===== src/rtl/act_unit_multimode.sv =====
// act_unit_multimode
// Run-time selectable activation engine (BYPASS / RELU / RELU6 / HSIGMOID /
// HSWISH) on LANES parallel signed fixed-point elements, Q(DATA_WIDTH-FRAC_BITS).FRAC_BITS.
// Three-stage valid/ready pipeline with full AXI4-Stream backpressure.
//
// Ports:
//   clk, rst_n            clock, asynchronous active-low reset
//   cfg_mode[2:0]         activation select, sampled on the first beat of each packet
//   s_axis_*              input stream (tdata lane i = bits [i*DATA_WIDTH +: DATA_WIDTH])
//   m_axis_*              output stream, 3 cycles after acceptance
//   cfg_err               high in the cycle a packet is accepted with a reserved mode
module act_unit_multimode #(
    parameter int DATA_WIDTH = 16,
    parameter int FRAC_BITS  = 8,
    parameter int LANES      = 1
) (
    input  logic                        clk,
    input  logic                        rst_n,
    input  logic [2:0]                  cfg_mode,
    input  logic [LANES*DATA_WIDTH-1:0] s_axis_tdata,
    input  logic                        s_axis_tvalid,
    output logic                        s_axis_tready,
    input  logic                        s_axis_tlast,
    output logic [LANES*DATA_WIDTH-1:0] m_axis_tdata,
    output logic                        m_axis_tvalid,
    input  logic                        m_axis_tready,
    output logic                        m_axis_tlast,
    output logic                        cfg_err
);
    localparam logic [2:0] MODE_BYPASS = 3'd0;
    localparam logic [2:0] MODE_RELU   = 3'd1;
    localparam logic [2:0] MODE_RELU6  = 3'd2;
    localparam logic [2:0] MODE_HSIG   = 3'd3;
    localparam logic [2:0] MODE_HSWISH = 3'd4;

    // t needs one extra bit so x + 3.0 cannot wrap at the top of the range
    localparam int TW = DATA_WIDTH + 1;
    localparam int PW = DATA_WIDTH + TW;        // x * t
    localparam int QW = PW - FRAC_BITS;         // p after rescale
    localparam int KW = 16;                     // 1/6 constant as a positive signed value
    localparam int HW = TW + KW;                // t * INV6
    localparam int YW = QW + KW;                // p * INV6

    localparam logic signed [TW-1:0] C3 = TW'(3 << FRAC_BITS);
    localparam logic signed [TW-1:0] C6 = TW'(6 << FRAC_BITS);
    localparam int INV6    = 10923;             // round(2^16 / 6)
    localparam int HALF_F  = 1 << (FRAC_BITS - 1);
    localparam int ROUND16 = 1 << 15;
    localparam longint SAT_HI = (longint'(1) <<< (DATA_WIDTH - 1)) - 1;
    localparam longint SAT_LO = -(longint'(1) <<< (DATA_WIDTH - 1));

    function automatic logic [DATA_WIDTH-1:0] sat(input logic signed [YW-1:0] v);
        if (v > YW'(SAT_HI))
            return DATA_WIDTH'(SAT_HI);
        else if (v < YW'(SAT_LO))
            return DATA_WIDTH'(SAT_LO);
        else
            return DATA_WIDTH'(v);
    endfunction

    // ---------------- control path ----------------
    logic       s1_valid_reg, s2_valid_reg, s3_valid_reg;
    logic       s1_last_reg, s2_last_reg, s3_last_reg;
    logic [2:0] s1_mode_reg, s2_mode_reg;
    logic       pkt_start_reg;
    logic [2:0] mode_lat_reg;
    logic       s1_ready, s2_ready, s3_ready;
    logic       s1_load, s2_load, s3_load;
    logic [2:0] mode_sel_next, mode_next;
    logic       mode_reserved;

    // Combinational ready chain: a stage may load if empty or draining this cycle
    assign s3_ready = !s3_valid_reg || m_axis_tready;
    assign s2_ready = !s2_valid_reg || s3_ready;
    assign s1_ready = !s1_valid_reg || s2_ready;
    assign s1_load  = s1_ready && s_axis_tvalid;
    assign s2_load  = s2_ready && s1_valid_reg;
    assign s3_load  = s3_ready && s2_valid_reg;

    assign s_axis_tready = s1_ready;
    assign m_axis_tvalid = s3_valid_reg;
    assign m_axis_tlast  = s3_last_reg;

    // The latched copy only ever holds a legal mode, so a reserved code can
    // only be seen on the first beat of a packet.
    always_comb begin
        mode_sel_next = pkt_start_reg ? cfg_mode : mode_lat_reg;
        mode_reserved = (mode_sel_next > MODE_HSWISH);
        mode_next     = mode_reserved ? MODE_BYPASS : mode_sel_next;
    end

    assign cfg_err = s1_load && pkt_start_reg && mode_reserved;

    always_ff @(posedge clk or negedge rst_n) begin
        if (!rst_n) begin
            s1_valid_reg  <= 1'b0;
            s2_valid_reg  <= 1'b0;
            s3_valid_reg  <= 1'b0;
            s1_last_reg   <= 1'b0;
            s2_last_reg   <= 1'b0;
            s3_last_reg   <= 1'b0;
            s1_mode_reg   <= MODE_BYPASS;
            s2_mode_reg   <= MODE_BYPASS;
            pkt_start_reg <= 1'b1;
            mode_lat_reg  <= MODE_BYPASS;
        end else begin
            if (s1_ready) s1_valid_reg <= s_axis_tvalid;
            if (s2_ready) s2_valid_reg <= s1_valid_reg;
            if (s3_ready) s3_valid_reg <= s2_valid_reg;
            if (s1_load) begin
                s1_mode_reg   <= mode_next;
                s1_last_reg   <= s_axis_tlast;
                pkt_start_reg <= s_axis_tlast;
                if (pkt_start_reg) mode_lat_reg <= mode_next;
            end
            if (s2_load) begin
                s2_mode_reg <= s1_mode_reg;
                s2_last_reg <= s1_last_reg;
            end
            if (s3_load) s3_last_reg <= s2_last_reg;
        end
    end

    // ---------------- per-lane datapath ----------------
    logic [LANES*DATA_WIDTH-1:0] out_data;
    assign m_axis_tdata = out_data;

    for (genvar gi = 0; gi < LANES; gi++) begin : g_lane
        logic signed [DATA_WIDTH-1:0] x_in;
        logic signed [TW-1:0]         t_sum, t_next;
        logic signed [DATA_WIDTH-1:0] s1_x_reg, s2_x_reg;
        logic signed [TW-1:0]         s1_t_reg;
        logic signed [PW-1:0]         xt_prod;
        logic signed [QW-1:0]         p_next, s2_p_reg;
        logic signed [HW-1:0]         ht_prod, h_next, s2_h_reg;
        logic signed [YW-1:0]         py_prod, y_next, h_ext;
        logic signed [TW-1:0]         x_ext;
        logic [DATA_WIDTH-1:0]        res_next, out_reg;

        assign x_in = s_axis_tdata[gi*DATA_WIDTH +: DATA_WIDTH];

        // S1: t = clamp(x + 3, 0, 6)
        always_comb begin
            t_sum = TW'(x_in) + C3;
            if (t_sum[TW-1])
                t_next = '0;
            else if (t_sum > C6)
                t_next = C6;
            else
                t_next = t_sum;
        end

        // S2: p = round(x*t / 2^F) for h-swish, t/6 for h-sigmoid
        always_comb begin
            xt_prod = PW'(s1_x_reg) * PW'(s1_t_reg);
            p_next  = QW'((xt_prod + PW'(HALF_F)) >>> FRAC_BITS);
            ht_prod = HW'(s1_t_reg) * HW'(INV6);
            h_next  = (ht_prod + HW'(ROUND16)) >>> 16;
        end

        // S3: p/6, saturate, select by the mode carried with the beat
        always_comb begin
            py_prod  = YW'(s2_p_reg) * YW'(INV6);
            y_next   = (py_prod + YW'(ROUND16)) >>> 16;
            h_ext    = YW'(s2_h_reg);
            x_ext    = TW'(s2_x_reg);
            res_next = s2_x_reg;
            case (s2_mode_reg)
                MODE_RELU:   res_next = s2_x_reg[DATA_WIDTH-1] ? '0 : s2_x_reg;
                MODE_RELU6: begin
                    if (x_ext[TW-1])
                        res_next = '0;
                    else if (x_ext > C6)
                        res_next = DATA_WIDTH'(C6);
                    else
                        res_next = s2_x_reg;
                end
                MODE_HSIG:   res_next = sat(h_ext);
                MODE_HSWISH: res_next = sat(y_next);
                default:     res_next = s2_x_reg;
            endcase
        end

        always_ff @(posedge clk or negedge rst_n) begin
            if (!rst_n) begin
                s1_x_reg <= '0;
                s1_t_reg <= '0;
                s2_x_reg <= '0;
                s2_p_reg <= '0;
                s2_h_reg <= '0;
                out_reg  <= '0;
            end else begin
                if (s1_load) begin
                    s1_x_reg <= x_in;
                    s1_t_reg <= t_next;
                end
                if (s2_load) begin
                    s2_x_reg <= s1_x_reg;
                    s2_p_reg <= p_next;
                    s2_h_reg <= h_next;
                end
                if (s3_load) out_reg <= res_next;
            end
        end

        assign out_data[gi*DATA_WIDTH +: DATA_WIDTH] = out_reg;
    end

endmodule


===== config.mk =====
export PLATFORM = sky130hd
export DESIGN_NAME = act_unit_multimode
export DESIGN_NICKNAME = d
export VERILOG_FILES = /design/src/rtl/act_unit_multimode.sv
export SDC_FILE = /design/constraint.sdc
export NUM_CORES = 2
export LEC_CHECK = 0
export ABC_AREA = 1
export CELL_PAD_IN_SITES_DETAIL_PLACEMENT = 1
export CELL_PAD_IN_SITES_GLOBAL_PLACEMENT = 2
export CORE_UTILIZATION = 43
export CTS_CLUSTER_DIAMETER = 100
export CTS_CLUSTER_SIZE = 30
export DETAILED_ROUTE_END_ITERATION = 7
export PLACE_DENSITY_LB_ADDON = 0.1
export SLEW_MARGIN = 15
export SYNTH_ARGS = -nofsm -noshare
export SYNTH_HDL_FRONTEND = slang
export SYNTH_SLANG_ARGS = --single-unit

===== constraint.sdc =====
create_clock -name clk -period 20.3 [get_ports clk]
set_clock_uncertainty 0.15 [all_clocks]
set_input_delay 2.03 -clock clk [delete_from_list [all_inputs] [get_ports clk]]
set_output_delay 2.03 -clock clk [all_outputs]
set_load 0.01 [all_outputs]

==> flow_summary.ini <==
[yosys]
ys.warnings.count = 0
yosys.cell_types.count = 48
async_flop_share_pct = 100
ys_ff_latch = 120
yosys.area.top_type_share_pct = 30.4
syn_area_mm2 = 0.0273
synth_top_area_cell = fa_1
avgSynthCellArea_um2 = 7.88
yosys-top-cells-area = fa_1, ha_1, inv_1
ys_seq_area_share_pct = 11.0
syn_nets = 4344
postSynthCellCount = 3467
synth_ff_type = dfrtp_1
synth_edf_count = 0

[critical_path]
cpMostUsedCell = nand2_1
worst_path_largest_cell_delay_ns = 0.59
critPathSlowestCell = inv_1
worstPathArrival_ns = 4.97
critPathKind = input port to output pin
critPathLaunchType = input port
crit_chain = clkdlybuf4s50_1, inv_1, nand2_1, nor2_1, nand2_1, nand2_1, buf_4, inv_1, nand2_1, nor3_1, clkdlybuf4s50_1
crit_fanout = 41
cp-end-kind = output pin
worstPathRequired_ns = 18.12
r2r_cells = 25

[detailed_routing]
antenna_left = 0
num_vias = 21900
vias_per_cell = 5.07
drtIter0Drc = 943
drtPass1Iterations = 5
drc = 0
wl_per_cell_um = 20.0
wirelength_mm = 86.5

[worst_hold_path]
hp-class = flop to flop
holdPathStages = 2

[die]
rows = 92
io_pins = 44
coreArea_mm2 = 0.0629
die_w_um = 254
initial_core_util_pct = 43.4
die_area_mm2 = 0.0645
die_y_um = 254

[finish]
nNetsFinal = 4339
fillers = 7797
area_growth_pct = 6.96
drive_above_1_share_pct = 3.28
largest_register_ffs = 25

[sta]
post-route-period-util_pct = 35.2
fmax_ghz = 0.140
tns_ns = 0
relSlewSlack_pct = 28.5
hold_viol_final = 0
fin_crit_ns = 7.15
finalSetupViolations = 0
tightest_slew_ns = 1.07
maxSlewViolCount = 0
rsz0062_at_grt = false

[clock_network]
path_clk_slew_ns = 0.09
cts_made_buffers = 17
cts_hold_buffers = 0
cts_sinks = 120
root_buffer = clkbuf_16
cts-htree-levels = 4
cts_setup_buffers = 0
clock_latency_ns = 0.49
cts_tree = yes
ctsResizeCount = 0
cts_buffer_depth = 2

[global_route]
grt_antenna_before_repair = 8
grt_max_degree = 78
grt_overflow = 0
grtUsageTotal_pct = 28.0
grt_pass1_wl_mm = 137
grt_pass1_vias = 24700

[run]
maxCapViolations = 0

[placement]
place.gp.congestion = 0.891
io_buffer_count = 43
hpwlAfterDp_mm = 73.5

[status]
status = finished clean
-- worst paths after layout --
kind / from / end / slack, ns
min reg2reg: m_axis_tdata[13]$_DFFE_PN0P_ / m_axis_tdata[13]$_DFFE_PN0P_ / 0.33
max reg2reg: g_lane[0].s1_x_reg[1]$_DFFE_PN0P_ / g_lane[0].s2_p_reg[16]$_DFFE_PN0P_ / 13.28
min in group asynchronous: rst_n / g_lane[0].s1_t_reg[1]$_DFFE_PN0P_ / 1.43
min: m_axis_tdata[13]$_DFFE_PN0P_ / m_axis_tdata[13]$_DFFE_PN0P_ / 0.33
max: m_axis_tready / cfg_err / 13.15
max in group asynchronous: rst_n / g_lane[0].s2_p_reg[22]$_DFFE_PN0P_ / 17.32
-- cell usage after synthesis (all sizes together), types with 2 or more instances --
cell type and n:
a211oi 4, nand2 822, o21ai 118, or2 20
ha 439, o211ai 3, xor2 19, nand3b 3
a21oi 130, o21a 9, buf 13, nand4 16
nor2 125, o311ai 3, inv 943, a21boi 2
a221oi 6, clkbuf 78, nor4 9, o21bai 10
mux2i 2, clkinv 2, nand3 72, o2111ai 2
o31ai 2, xnor2 18, a21o 6, o22ai 10
fa 414, dfrtp 119, nor3 27, a31oi 18
-- cells by family (layout without fill, tap and decap cells) --
logic type      Yosys count  after routing  synth area share (%)
mux                       2              2                0.0733
simple gates           1096           1096                  16.4
flops                   120            120                  11.0
xor+xnor                 37             37                  1.19
buf+inv                1036           1044                  14.3
other cells               0              1                     0
compound gates          323            323                  6.54
fa+ha+maj               853            853                  50.5
-- critical path: cells and delay by family --
kind / cells / cell delay [ns]
buffers and inverters: 5 / 1.92
and+or+nand+nor: 6 / 0.98
-- layout by cell type (no fill, tap or decap), types with 4 or more instances in the layout --
cell type          n
o21bai_1          10
nand3_2            4
inv_2              4
buf_4             24
a21o_1             6
a21oi_1          129
o21a_1             9
nor3_1            21
nor2_1           117
clkdlybuf4s50_1   42
nand2_1          812
a221oi_1           6
or2_2             20
nand2_2           10
inv_8              5
inv_1            939
xor2_1            19
dfrtp_1          119
nand3_1           68
nor4_1             8
fa_1             414
a31oi_1           18
a211oi_1           4
nand4_1           15
ha_1             439
nor3_2             6
o22ai_1           10
nor2_2             8
clkbuf_16         17
xnor2_1           18
clkinv_4           4
o21ai_0          117
-- stage by stage --
| step | instance area (um^2) | worst slack [ns] | utilization [%] | std cells | hold WS, ns |
|---|---|---|---|---|---|
| 4_1_cts | 29200 | 13.18 | 46.5 | 4321 | 0.339 |
| 3_5_place_dp | 28600 | 13.19 | 45.5 | 4289 | 0.316 |
| 2_1_floorplan | 27300 | 13.94 | - | 3467 | 0.292 |
| 6_report | 29200 | 13.15 | 46.5 | 4322 | 0.332 |
| 3_3_place_gp | 28600 | 13.25 | 45.5 | 4289 | 0.313 |
| 5_1_grt | 29200 | 12.87 | 46.5 | 4321 | 0.363 |
-- per-layer routing --
layer  share of wire (%)  track usage, %
met5               0.031               0
met4                 2.6            7.62
met3                 2.8            2.95
met2                  51            50.6
met1                  44            35.3
-- cell type report --
type / instances / area, um^2 / share of cell area [%]
Multi-Input combinational cell: 2311 / 20400 / 69.8
Inverter: 945 / 3550 / 12.1
Sequential cell: 120 / 3000 / 10.3
Tap cell: 846 / 1060 / 3.62
Timing Repair Buffer: 67 / 612 / 2.09
Clock buffer: 17 / 425 / 1.46
Clock inverter: 15 / 158 / 0.540
Antenna cell: 1 / 2.50 / 0.00857
Power is not shown: default switching activity piles up to over one toggle a cycle in this logic, so the estimate is an artifact.
